<file path="config.mk">
export PLATFORM = sky130hd
export DESIGN_NAME = dm_timer
export DESIGN_NICKNAME = d
export VERILOG_FILES = /design/src/rtl/dm_timer_pkg.sv /design/src/rtl/dm_lane_merge.sv /design/src/rtl/dm_timer.sv
export SDC_FILE = /design/constraint.sdc
export NUM_CORES = 1
export LEC_CHECK = 0
export CAP_MARGIN = 20
export CORE_ASPECT_RATIO = 1.4
export CORE_MARGIN = 2
export CORE_UTILIZATION = 45
export DETAILED_ROUTE_END_ITERATION = 8
export MAX_ROUTING_LAYER = met4
export PLACE_DENSITY = 0.69
export SLEW_MARGIN = 20
export SYNTH_ARGS = -nofsm -noshare
export SYNTH_HDL_FRONTEND = slang
export SYNTH_SLANG_ARGS = --single-unit
</file>
<file path="constraint.sdc">
create_clock -name clk_in -period 2.74 [get_ports clk_in]
set_input_delay 0.274 -clock clk_in [delete_from_list [all_inputs] [get_ports clk_in]]
set_output_delay 0.274 -clock clk_in [all_outputs]
set_load 0.1 [all_outputs]
</file>
<file path="src/rtl/dm_timer_pkg.sv">
// Shared constants for the dm_timer peripheral: register offsets, CTRL bit
// positions and the Bit_S access-size encodings also used by DMEM.
package dm_timer_pkg;

   localparam int TMR_CTRL     = 'h00;
   localparam int TMR_PRESCALE = 'h04;
   localparam int TMR_COUNT    = 'h08;
   localparam int TMR_COMPARE  = 'h0C;
   localparam int TMR_STATUS   = 'h10;
   localparam int TMR_CYCLE    = 'h14;

   localparam int CTRL_EN          = 0;
   localparam int CTRL_AUTO_RELOAD = 1;
   localparam int CTRL_IRQ_EN      = 2;
   localparam int CTRL_W           = 3;

   localparam logic [1:0] BS_WORD = 2'b00;
   localparam logic [1:0] BS_HALF = 2'b01;
   localparam logic [1:0] BS_BYTE = 2'b10;

endpackage

</file>
<file path="src/rtl/dm_lane_merge.sv">
// Combinational byte-lane helper for the data-memory bus: merges sub-word
// writes into an existing word and extracts right-justified sub-word reads.
module dm_lane_merge
   import dm_timer_pkg::*;
(
   input  logic [1:0]  bit_s,
   input  logic [1:0]  byte_off,
   input  logic [31:0] old_word,
   input  logic [31:0] wr_data,
   input  logic [31:0] rd_word,
   output logic [31:0] merged,
   output logic [31:0] rd_data
);

   // Halfword accesses only look at byte_off[1], so a misaligned halfword
   // silently lands on the enclosing aligned lane.
   always_comb begin
      merged  = old_word;
      rd_data = rd_word;
      case (bit_s)
         BS_HALF: begin
            if (byte_off[1]) begin
               merged[31:16] = wr_data[15:0];
               rd_data       = {16'b0, rd_word[31:16]};
            end else begin
               merged[15:0]  = wr_data[15:0];
               rd_data       = {16'b0, rd_word[15:0]};
            end
         end
         BS_BYTE: begin
            merged[{byte_off, 3'b000} +: 8] = wr_data[7:0];
            rd_data = {24'b0, rd_word[{byte_off, 3'b000} +: 8]};
         end
         BS_WORD: merged = wr_data;
         default: merged = wr_data;
      endcase
   end

endmodule

</file>
<file path="src/rtl/dm_timer.sv">
// Memory-mapped prescaled timer on the CPU data-memory port.
// Define DM_TIMER_CYCLE_EN to add the read-only free-running CYCLE counter.
module dm_timer
   import dm_timer_pkg::*;
#(
   parameter int ADDR_W     = 11,
   parameter int PRESCALE_W = 16
)(
   input  logic              clk_in,
   input  logic              reset,
   input  logic              CS,
   input  logic              DM_R,
   input  logic              DM_W,
   input  logic [ADDR_W-1:0] Addr,
   input  logic [31:0]       Data_In,
   input  logic [1:0]        Bit_S,
   output logic [31:0]       Data_Out,
   output logic              irq
);

   logic [ADDR_W-3:0]     word_addr;
   logic                  sel_ctrl, sel_prescale, sel_count;
   logic                  sel_compare, sel_status, sel_cycle;
   logic                  wr_en, tick, hit;
   logic [CTRL_W-1:0]     ctrl;
   logic [PRESCALE_W-1:0] prescale, pcnt;
   logic [31:0]           count, compare;
   logic                  match;
   logic [31:0]           cycle_rd, rd_word, old_word, merged, rd_data;

   assign word_addr    = Addr[ADDR_W-1:2];
   assign sel_ctrl     = (word_addr == (ADDR_W-2)'(TMR_CTRL     >> 2));
   assign sel_prescale = (word_addr == (ADDR_W-2)'(TMR_PRESCALE >> 2));
   assign sel_count    = (word_addr == (ADDR_W-2)'(TMR_COUNT    >> 2));
   assign sel_compare  = (word_addr == (ADDR_W-2)'(TMR_COMPARE  >> 2));
   assign sel_status   = (word_addr == (ADDR_W-2)'(TMR_STATUS   >> 2));
   assign sel_cycle    = (word_addr == (ADDR_W-2)'(TMR_CYCLE    >> 2));
   assign wr_en        = CS & DM_W;

`ifdef DM_TIMER_CYCLE_EN
   logic [31:0] cycle_cnt;

   always_ff @(posedge clk_in) begin
      if (reset) cycle_cnt <= '0;
      else       cycle_cnt <= cycle_cnt + 32'd1;
   end

   assign cycle_rd = cycle_cnt;
`else
   assign cycle_rd = '0;
`endif

   always_comb begin
      rd_word = '0;
      if (sel_ctrl)     rd_word = {{(32-CTRL_W){1'b0}}, ctrl};
      if (sel_prescale) rd_word = 32'(prescale);
      if (sel_count)    rd_word = count;
      if (sel_compare)  rd_word = compare;
      if (sel_status)   rd_word = {31'b0, match};
      if (sel_cycle)    rd_word = cycle_rd;
   end

   // STATUS merges against zero so merged[0] is set only when the written lane carries a 1.
   assign old_word = sel_status ? '0 : rd_word;

   dm_lane_merge u_lane_merge (
      .bit_s    (Bit_S),
      .byte_off (Addr[1:0]),
      .old_word (old_word),
      .wr_data  (Data_In),
      .rd_word  (rd_word),
      .merged   (merged),
      .rd_data  (rd_data)
   );

   assign Data_Out = (CS & DM_R) ? rd_data : '0;

   assign tick = ctrl[CTRL_EN] && (pcnt == prescale);
   assign hit  = tick && (count == compare);

   always_ff @(posedge clk_in) begin
      if (reset) begin
         ctrl     <= '0;
         prescale <= '0;
         pcnt     <= '0;
      end else begin
         if (wr_en && sel_ctrl)     ctrl     <= merged[CTRL_W-1:0];
         if (wr_en && sel_prescale) prescale <= merged[PRESCALE_W-1:0];
         if ((wr_en && (sel_ctrl || sel_prescale)) || tick || !ctrl[CTRL_EN])
            pcnt <= '0;
         else
            pcnt <= pcnt + PRESCALE_W'(1);
      end
   end

   // Bus writes to COUNT override the tick; a hardware match overrides a W1C.
   always_ff @(posedge clk_in) begin
      if (reset) begin
         count   <= '0;
         compare <= '0;
         match   <= 1'b0;
         irq     <= 1'b0;
      end else begin
         irq <= match & ctrl[CTRL_IRQ_EN];
         if (wr_en && sel_compare) compare <= merged;
         if (wr_en && sel_count)
            count <= merged;
         else if (tick)
            count <= (hit && ctrl[CTRL_AUTO_RELOAD]) ? '0 : count + 32'd1;
         if (hit)
            match <= 1'b1;
         else if (wr_en && sel_status && merged[0])
            match <= 1'b0;
      end
   end

endmodule

</file>
== After elaboration in Yosys (flattened, before gate mapping) ==
Cells that the tools add are included.

* Output and inout port bits: 33
* Word-level logic and storage cells: 62
* Bits in registers: 101
* Input port bits: 50

* Shift-type cells: 3
* Add/subtract/negate cells: 3
* Reduce and logical (&&, ||, !) cells: 18
* Bitwise operators: 3
* Muxes and demuxes: 19
* Equal/unequal tests: 9

{| class="wikitable"
|+ Operators by type and width
! cell !! count
|-
| $mux W32 || 10
|-
| $pmux W32 S2 || 2
|-
| $mux W16 || 3
|-
| $add A32 B1 Y32 const B || 1
|-
| $bwmux W32 || 1
|-
| $eq A32 B32 Y1 || 1
|-
| $shift A8 B7 Y32 const A || 1
|-
| $shiftx A32 B6 Y8 || 1
|-
| $shiftx A8 B7 Y32 || 1
|-
| $eq A9 B2 Y1 const B || 2
|-
| $eq A9 B3 Y1 const B || 2
|-
| $add A16 B1 Y16 const B || 1
|-
| $eq A16 B16 Y1 || 1
|-
| $logic_and A1 B1 Y1 || 10
|-
| $eq A9 B1 Y1 const B || 1
|-
| $logic_not A9 Y1 || 1
|-
| $neg A5 Y7 || 1
|-
| $reduce_bool A2 Y1 || 2
|-
| $and A1 B1 Y1 || 3
|-
| $logic_or A1 B1 Y1 || 3
|-
| $mux W3 || 1
|-
| $eq A2 B1 Y1 const B || 1
|-
| $eq A2 B2 Y1 const B || 1
|-
| $mux W1 || 2
|-
| other kinds (2) || 2
|}

== Depth between registers and ports, before layout ==
Gate-level depths: netlist of the first run.

* Word-level depth: 13
* Depth in mapped cells: 11

== Hierarchy ==
A second synthesis of the first run with hierarchy kept.

* Cell total of the unflattened synthesis: 1039
* Area, all modules: 7627.3 um^2

{| class="wikitable"
|+ Modules (own cells, without submodules)
! module !! times used !! cells an instance !! area an instance (um^2)
|-
| dm_timer || 1 || 784 || 5947.0
|-
| dm_lane_merge || 1 || 255 || 1680.4
|}

== Worst setup path after synthesis of the first run ==
OpenSTA, ideal clock, no wires.

* Path type: input to output
* From: in Bit_S[0]
* To: out Data_Out[17]
* Arrival: 3.474 ns
* Stages: 6
* Slack: -1.008 ns
* Buffers on the path: 2
* Required time: 2.466 ns
* Cell sequence: inv_1 ha_1 clkbuf_1 buf_1 nand3_1 nor3_1

* Word-level cells in the longest chain between the ends: 3
* Elaborated cells on any way between the ends: 4

{| class="wikitable"
|+ RTL lines
! element !! line !! text
|-
| start, declared || dm_timer.sv:16 || <nowiki>input logic [1:0] Bit_S,</nowiki>
|-
| $eq A2 B2 Y1 / $eq A2 B1 Y1 (equally long branches) || dm_lane_merge.sv:20 || <nowiki>case (bit_s)</nowiki>
|-
| $pmux W32 S2 * || dm_lane_merge.sv:20 ||
|-
| $mux W32 * || dm_timer.sv:76 || <nowiki>assign Data_Out = (CS & DM_R) ? rd_data : '0;</nowiki>
|-
| end, declared || dm_timer.sv:17 || <nowiki>output logic [31:0] Data_Out,</nowiki>
|}

Every way passes the cells marked *; elsewhere a longest branch is shown, timed or not.

== Final worst setup path of the first run ==
* From: in Addr[4]
* To: out Data_Out[0]

* Word-level cells in the longest chain between the ends: 10
* Elaborated cells on any way between the ends: 16

{| class="wikitable"
|+ RTL lines
! element !! line !! text
|-
| start, declared || dm_timer.sv:14 || <nowiki>input logic [ADDR_W-1:0] Addr,</nowiki>
|-
| $logic_not A9 Y1 || dm_timer.sv:32 || <nowiki>assign sel_ctrl = (word_addr == (ADDR_W-2)'(TMR_CTRL >> 2));</nowiki>
|-
| $mux W3 || dm_timer.sv:55 || <nowiki>if (sel_ctrl) rd_word = {{(32-CTRL_W){1'b0}}, ctrl};</nowiki>
|-
| $mux W32 || dm_timer.sv:56 || <nowiki>if (sel_prescale) rd_word = 32'(prescale);</nowiki>
|-
| $mux W32 || dm_timer.sv:57 || <nowiki>if (sel_count) rd_word = count;</nowiki>
|-
| $mux W32 || dm_timer.sv:58 || <nowiki>if (sel_compare) rd_word = compare;</nowiki>
|-
| $mux W32 || dm_timer.sv:59 || <nowiki>if (sel_status) rd_word = {31'b0, match};</nowiki>
|-
| $mux W32 * || dm_timer.sv:60 || <nowiki>if (sel_cycle) rd_word = cycle_rd;</nowiki>
|-
| $shiftx A32 B6 Y8 / $mux W16 (equally long branches) || dm_lane_merge.sv:32, dm_lane_merge.sv:22 ||
|-
| $pmux W32 S2 * || dm_lane_merge.sv:20 ||
|-
| $mux W32 * || dm_timer.sv:76 ||
|}

Marks and branches as above.

==> impl_results.md, run 1 <==
- Outcome: finished, final reports clean
- Setup crit end kind: primary output
- Area of the multi-input gates: 4825 um2
- I/O pin count: 83
- Crit share post-route: 99.20%
- Die ar.: 16520 um2
- Drt initial violations: 802
- Die W: 109.2 um
- Sequential area share after synthesis: 29.01%
- Yosys top cell by area: dfxtp_1
- Row Count: 53
- Cell variety after synth: 68
- Most common cell in the netlist: nor2_1
- Post-synthesis adder-cell area fraction: 1.616%
- Routed via count: 8052
- Setup CP Type: primary input to primary output
- First-pass DRT Iterations: 6
- Antenna Violating Nets Remaining: 0
- Clock buffer depth: 2
- Top post-synthesis cells by area: dfxtp_1 (29%), xnor2_1 (7.5%), nor2_1 (6.5%)
- Compound-gate portion of the synthesized area: 22.26%
- Clock slew seen by the registers of the worst setup and hold paths: 0.08 ns
- Grt ovf: 0
- # setup viols final: 0
- Worst EP required: 2.47 ns
- Largest net degree at the start of global routing: 35
- Root Driver: clkbuf_16
- Chip height: 151.3 um
- Post-synth EDFFs: 0
- Worst vdd ir: 0.0004700 V
- MaxCap Viol Count: 0
- Top-area cell type share of the netlist area: 29.01%
- Most common flop cell mapped by yosys: dfxtp_1
- First-pass GRT wire length: 44.07 mm
- Fin Hold WS: 0.3064 ns
- Slew @ Worst Pin: 0.6523 ns
- DRC violation count after routing: 0
- FF+latch area: 2022 um2
- Later-pin clock latency in the skew report: 0.37 ns
- CTS Buf Count: 9
- Final setup skew: 0.01551 ns
- Number of antenna repair diodes: 0
- Synth Area in XOR/XNOR: 10.30%
- Gr usage total: 37.15%
- CP endpoint: Data_Out[0]
- Reg-to-reg startpoint: count[0]
- Core footprint: 15120 um2
- Final #Nets: 1172
- Relative slew margins: 56.05%
- PortBufs: 82
- Post-Syn Nets: 994
- Hold crit path type: primary input to register
- Worst setup SP type: primary input
- Pwr Total: 3475 uW
- CTS tree: built
- Final min period: 2.718 ns
- Synth async-reset ratio: 0%
- Mux contribution to synthesized area: 4.111%
- Initial Util: 46.10%
- Largest family of logic cells by synthesized area: simple AND/OR/NAND/NOR gates
- Final max-slew violation count: 0
- Fmax: 367.9 MHz
- Layout cells sized above 1: 24.15%
- R2R depth: 7
- Max H-tree Level: 3
- RSZ-0062 raised after global routing: yes
- DRT Wirelength: 29.19 mm
- Launch point of the worst path: Addr[4]
- Routed WL per cell: 22.28 um
- R2R Setup Slk: 0.23 ns
- Synth cell count leaders: nor2_1 (121), nand2_1 (108), dfxtp_1 (101)
- Initial antenna violation count: 0
- Post-Synth Simple-Gate Area: 27.59%
- Clock Sinks: 101
- Synth warn: 0
- Mapped Cells: 935
- R2r endpoint: count[24]
- Cell Area, Synth: 6970 um2
- Post-DP HPWL: 23.25 mm
- Post-synthesis average cell area: 7.455 um2
- Routability congestion estimate: 1.089
- Fill cell count: 1393
- Area Growth Syn to Fin: 41.30%
- Setup total negative slack: 0 ns
- Vias per cell: 6.147
- Critical Path AT: 2.44 ns
- Leak: 0.003500 uW
- Vias in the first global route: 7579
- Yosys reg bits: 101
- Pwr per Cell Area: 352.8 nW/um2
- Hold Fails Final Rpt: 0
- Crit Path Max Fanout: 5
[layout make-up]
cell class	instances	share of cell area, %
tap	192	2.439
inverter	21	0.8003
clock buffer	9	2.287
sequential	101	20.53
timing repair buffer	234	24.02
clock inverter	7	0.9400
multi-input combinational	746	48.98
[worst max-delay path: stages]
cell and delay (ns):
dlygate4sd2_1 0.25, or4b_4 0.60, nor3_4 0.29, buf_4 0.19
a2111oi_0 0.10, buf_4 0.15, o22ai_1 0.22, a31oi_4 0.16
buf_12 0.20
[repair_timing]
action                     CTS  global route
pin swaps                   10            11
setup buffers                1             1
hold buffers                 0             0
gates resized for setup     26            12
setup endpoints to repair   22            16
[per-stage QoR]
step                setup slack [ns]  instances  utilization (%)  instance area (um2)
detailed placement           -0.2425       1292            62.38                 9432
global placement             -0.2121       1292            62.38                 9432
global route                -0.01722       1310            65.14                 9849
CTS                         0.002455       1309            64.89                 9811
floorplan                    -0.4863        935                -                 7116
finish                       0.02203       1310            65.14                 9849
[metal layers]
layer	GRT usage, %	wire [um]
met5	-	0
met2	61.52	14210
met4	23.23	2173
met1	41.93	10770
met3	5.034	2030
[cells by family after synthesis]
group,count (synthesis)
multiplexers,27
flip-flops,101
buffers and inverters,88
AND/OR/NAND/NOR,390
XOR/XNOR,82
AO/OA/AOI/OAI,238
adder cells (fa/ha/maj),9
[power by group]
group	switching, uW	internal [uW]	leakage, uW
Sequential	18.2	1480	0.000814
Clock	645	733	0.000149
Combinational	351	252	0.00254
Total	1010	2460	0.00350
[state kept, by name, indices dropped and copies added, names as in the netlist]
| register | count |
|---|---|
| pcnt | 16 |
| count | 32 |
| irq | 1 |
| match | 1 |
| compare | 32 |
| prescale | 16 |
| ctrl | 3 |
[worst min path at each step]
| stage | cells past startpoint | endpoint | slack, ns | from |
|---|---|---|---|---|
| after floorplan | 2 | compare[23] | 0.46 | compare[23] |
| final | 2 | count[25] | 0.31 | reset |
| after global placement | 2 | compare[31] | 0.46 | compare[31] |
| after CTS | 2 | count[25] | 0.30 | reset |
| after detailed placement | 2 | compare[31] | 0.47 | compare[31] |
| after global routing | 2 | count[25] | 0.34 | reset |
[placed cells by master, fill, tap and decap left out, types with 4 or more instances in the layout]
cell type / netlist / layout
clkbuf_16: 0 / 9
inv_1: 21 / 20
nor3_2: 4 / 8
o21ai_1: 2 / 10
nor3_1: 33 / 27
o21ai_0: 60 / 52
nand3_1: 34 / 34
a31oi_4: 0 / 6
and3_1: 11 / 11
a22oi_2: 0 / 7
a22oi_1: 30 / 23
buf_4: 0 / 143
dfxtp_1: 101 / 101
mux2i_1: 14 / 14
xor2_1: 22 / 22
a221oi_1: 13 / 13
nor4_1: 15 / 15
nand4_1: 18 / 18
nor2_1: 121 / 111
ha_1: 9 / 9
nor2_2: 1 / 9
a21oi_1: 43 / 41
nor4b_1: 6 / 5
xnor2_1: 60 / 60
o22ai_1: 15 / 15
buf_12: 0 / 39
dlygate4sd2_1: 0 / 6
a22o_1: 9 / 9
clkdlybuf4s50_1: 0 / 40
nor2b_1: 4 / 4
a31oi_1: 13 / 7
a211oi_1: 17 / 17
o21a_1: 6 / 6
nand2_1: 108 / 108
nand2b_1: 7 / 7
o31a_1: 6 / 6
or3_1: 5 / 4
mux2_2: 13 / 13
No activity file was read; power rests on OpenSTA's default activity.
==> run 2, diff against run 1 <==
--- a/config.mk
+++ b/config.mk
@@ -9,6 +9,7 @@
 export CORE_ASPECT_RATIO = 1.4
 export CORE_MARGIN = 2
 export CORE_UTILIZATION = 45
+export CTS_BUF_LIST = sky130_fd_sc_hd__clkbuf_2 sky130_fd_sc_hd__clkbuf_4 sky130_fd_sc_hd__clkbuf_8
 export DETAILED_ROUTE_END_ITERATION = 8
 export MAX_ROUTING_LAYER = met4
 export PLACE_DENSITY = 0.69
==> run 2 against run 1 <==
  * Worst setup slack better by 0.0032 ns
  * First-iteration DRC count increased by 1.9%
  * Final cell count did not move
  * Global-route usage increased by 0.061 points
  * Largest power group unchanged
==> impl_results.md, run 2 (synthesis results as in run 1) <==
- Die ar.: 16520 um2
- Routed via count: 7992
- Area of the multi-input gates: 4825 um2
- Final min period: 2.715 ns
- Number of antenna repair diodes: 0
- DRC violation count after routing: 0
- Setup total negative slack: 0 ns
- Clock buffer depth: 2
- Row Count: 53
- Pwr per Cell Area: 323.1 nW/um2
- Core footprint: 15120 um2
- Worst setup SP type: primary input
- Max H-tree Level: 3
- Fill cell count: 1410
- Layout cells sized above 1: 24.15%
- Area Growth Syn to Fin: 39.85%
- MaxCap Viol Count: 0
- PortBufs: 82
- Grt ovf: 0
- Leak: 0.003454 uW
- CTS Buf Count: 9
- Gr usage total: 37.21%
- Final max-slew violation count: 0
- Launch point of the worst path: Addr[4]
- # setup viols final: 0
- Die W: 109.2 um
- RSZ-0062 raised after global routing: yes
- Hold Fails Final Rpt: 0
- First-pass DRT Iterations: 5
- Hold_sp: reset
- Final #Nets: 1172
- Routed WL per cell: 22.13 um
- Worst slack, placed: -0.2425 ns
- I/O pin count: 83
- Clock Sinks: 101
- Worst EP required: 2.47 ns
- Initial Util: 46.10%
- Vias in the first global route: 7592
- Most frequent cells in the layout: buf_4 (143), nor2_1 (111), nand2_1 (108), dfxtp_1 (101), xnor2_1 (60)
- Initial antenna violation count: 0
- Core Util, Final: 64.47%
- Setup crit end kind: primary output
- Final setup skew: 0.02217 ns
- Critical Path AT: 2.44 ns
- Vias per cell: 6.101
- Drt initial violations: 817
- Cts hold-fix bufs: 0
- Later-pin clock latency in the skew report: 0.40 ns
- Slew @ Worst Pin: 0.7188 ns
- Setup CP Type: primary input to primary output
- Crit Path Max Fanout: 5
- Post-DP HPWL: 23.25 mm
- Worst vdd ir: 0.0003924 V
- Largest net degree at the start of global routing: 35
- Hold crit path type: primary input to register
- Reg-to-reg startpoint: count[0]
- Relative slew margins: 51.58%
- Antenna Violating Nets Remaining: 0
- Commonest non-fill, non-tap cell in the layout: buf_4
- Routability congestion estimate: 1.089
- DRT Wirelength: 28.99 mm
- First-pass GRT wire length: 44.16 mm
- Post-route cell area: 9748 um2
- Biggest regs: compare: 32 flops, count: 32 flops
- Root Driver: clkbuf_8
- FF+latch area: 2022 um2
- Clock slew seen by the registers of the worst setup and hold paths: 0.12 ns
- Chip height: 151.3 um
- CTS tree: built
- Outcome: finished, final reports clean
- Area after DPL: 9432 um2
- Fmax: 368.4 MHz
- Crit share post-route: 99.08%
- Setup WS post-layout: 0.02523 ns
## run 2: area by class of cell
class                   count  share of cell area (%)
clock buffers               9                   1.271
clock inverters             7                  0.9498
repair buffers            234                   24.27
multi-input cells         746                   49.49
flip-flops and latches    101                   20.74
well taps                 192                   2.464
inverters                  21                  0.8086
## run 2: worst paths after layout
path	depth (start not counted)	slack (ns)	endpoint
worst max-delay path	9	0.03	Data_Out[0]
worst min-delay path	2	0.27	count[25]
worst max register to register	7	0.24	count[24]
worst min register to register	2	0.49	compare[23]
## run 2: what timing repair did
| item | in CTS | in global routing |
|---|---|---|
| setup endpoints to repair | 22 | 16 |
| gates resized for setup | 25 | 13 |
| pin swaps | 10 | 12 |
| setup buffers | 1 | 1 |
## run 2: report_power, final
part           switching (uW)  leakage [uW]  internal, uW
Clock                     606      0.000103           446
Sequential               17.9      0.000814          1480
Combinational             351       0.00254           252
Total                     975       0.00345          2170
## run 2: worst max-delay path, stage by stage
cell	delay, ns
dlygate4sd2_1	0.25
or4b_4	0.60
nor3_4	0.29
buf_4	0.19
a2111oi_0	0.10
buf_4	0.15
o22ai_1	0.22
a31oi_4	0.16
buf_12	0.20
## run 2: stage by stage
step           hold WS [ns]  power [uW]  cells
6_report             0.2693        3149   1310
5_1_grt              0.2875        3233   1310
4_1_cts              0.2609        3136   1309
3_5_place_dp         0.4739        2108   1292
3_3_place_gp         0.4634        2107   1292
2_1_floorplan        0.4578        1774    935
## run 2: routing by layer
layer | share of wire [%] | track usage [%]
met1 | 37 | 41.95
met2 | 48 | 61.30
met3 | 7.1 | 5.164
met5 | 0 | -
met4 | 7.3 | 23.86
==> run 3, diff against run 2 <==
--- a/config.mk
+++ b/config.mk
@@ -11,6 +11,7 @@
 export CORE_UTILIZATION = 45
 export CTS_BUF_LIST = sky130_fd_sc_hd__clkbuf_2 sky130_fd_sc_hd__clkbuf_4 sky130_fd_sc_hd__clkbuf_8
 export DETAILED_ROUTE_END_ITERATION = 8
+export GPL_TIMING_DRIVEN = 1
 export MAX_ROUTING_LAYER = met4
 export PLACE_DENSITY = 0.69
 export SLEW_MARGIN = 20
==> results of run 3 <==
Same layout as run 2: the final DEF is identical, and so are final timing and power.
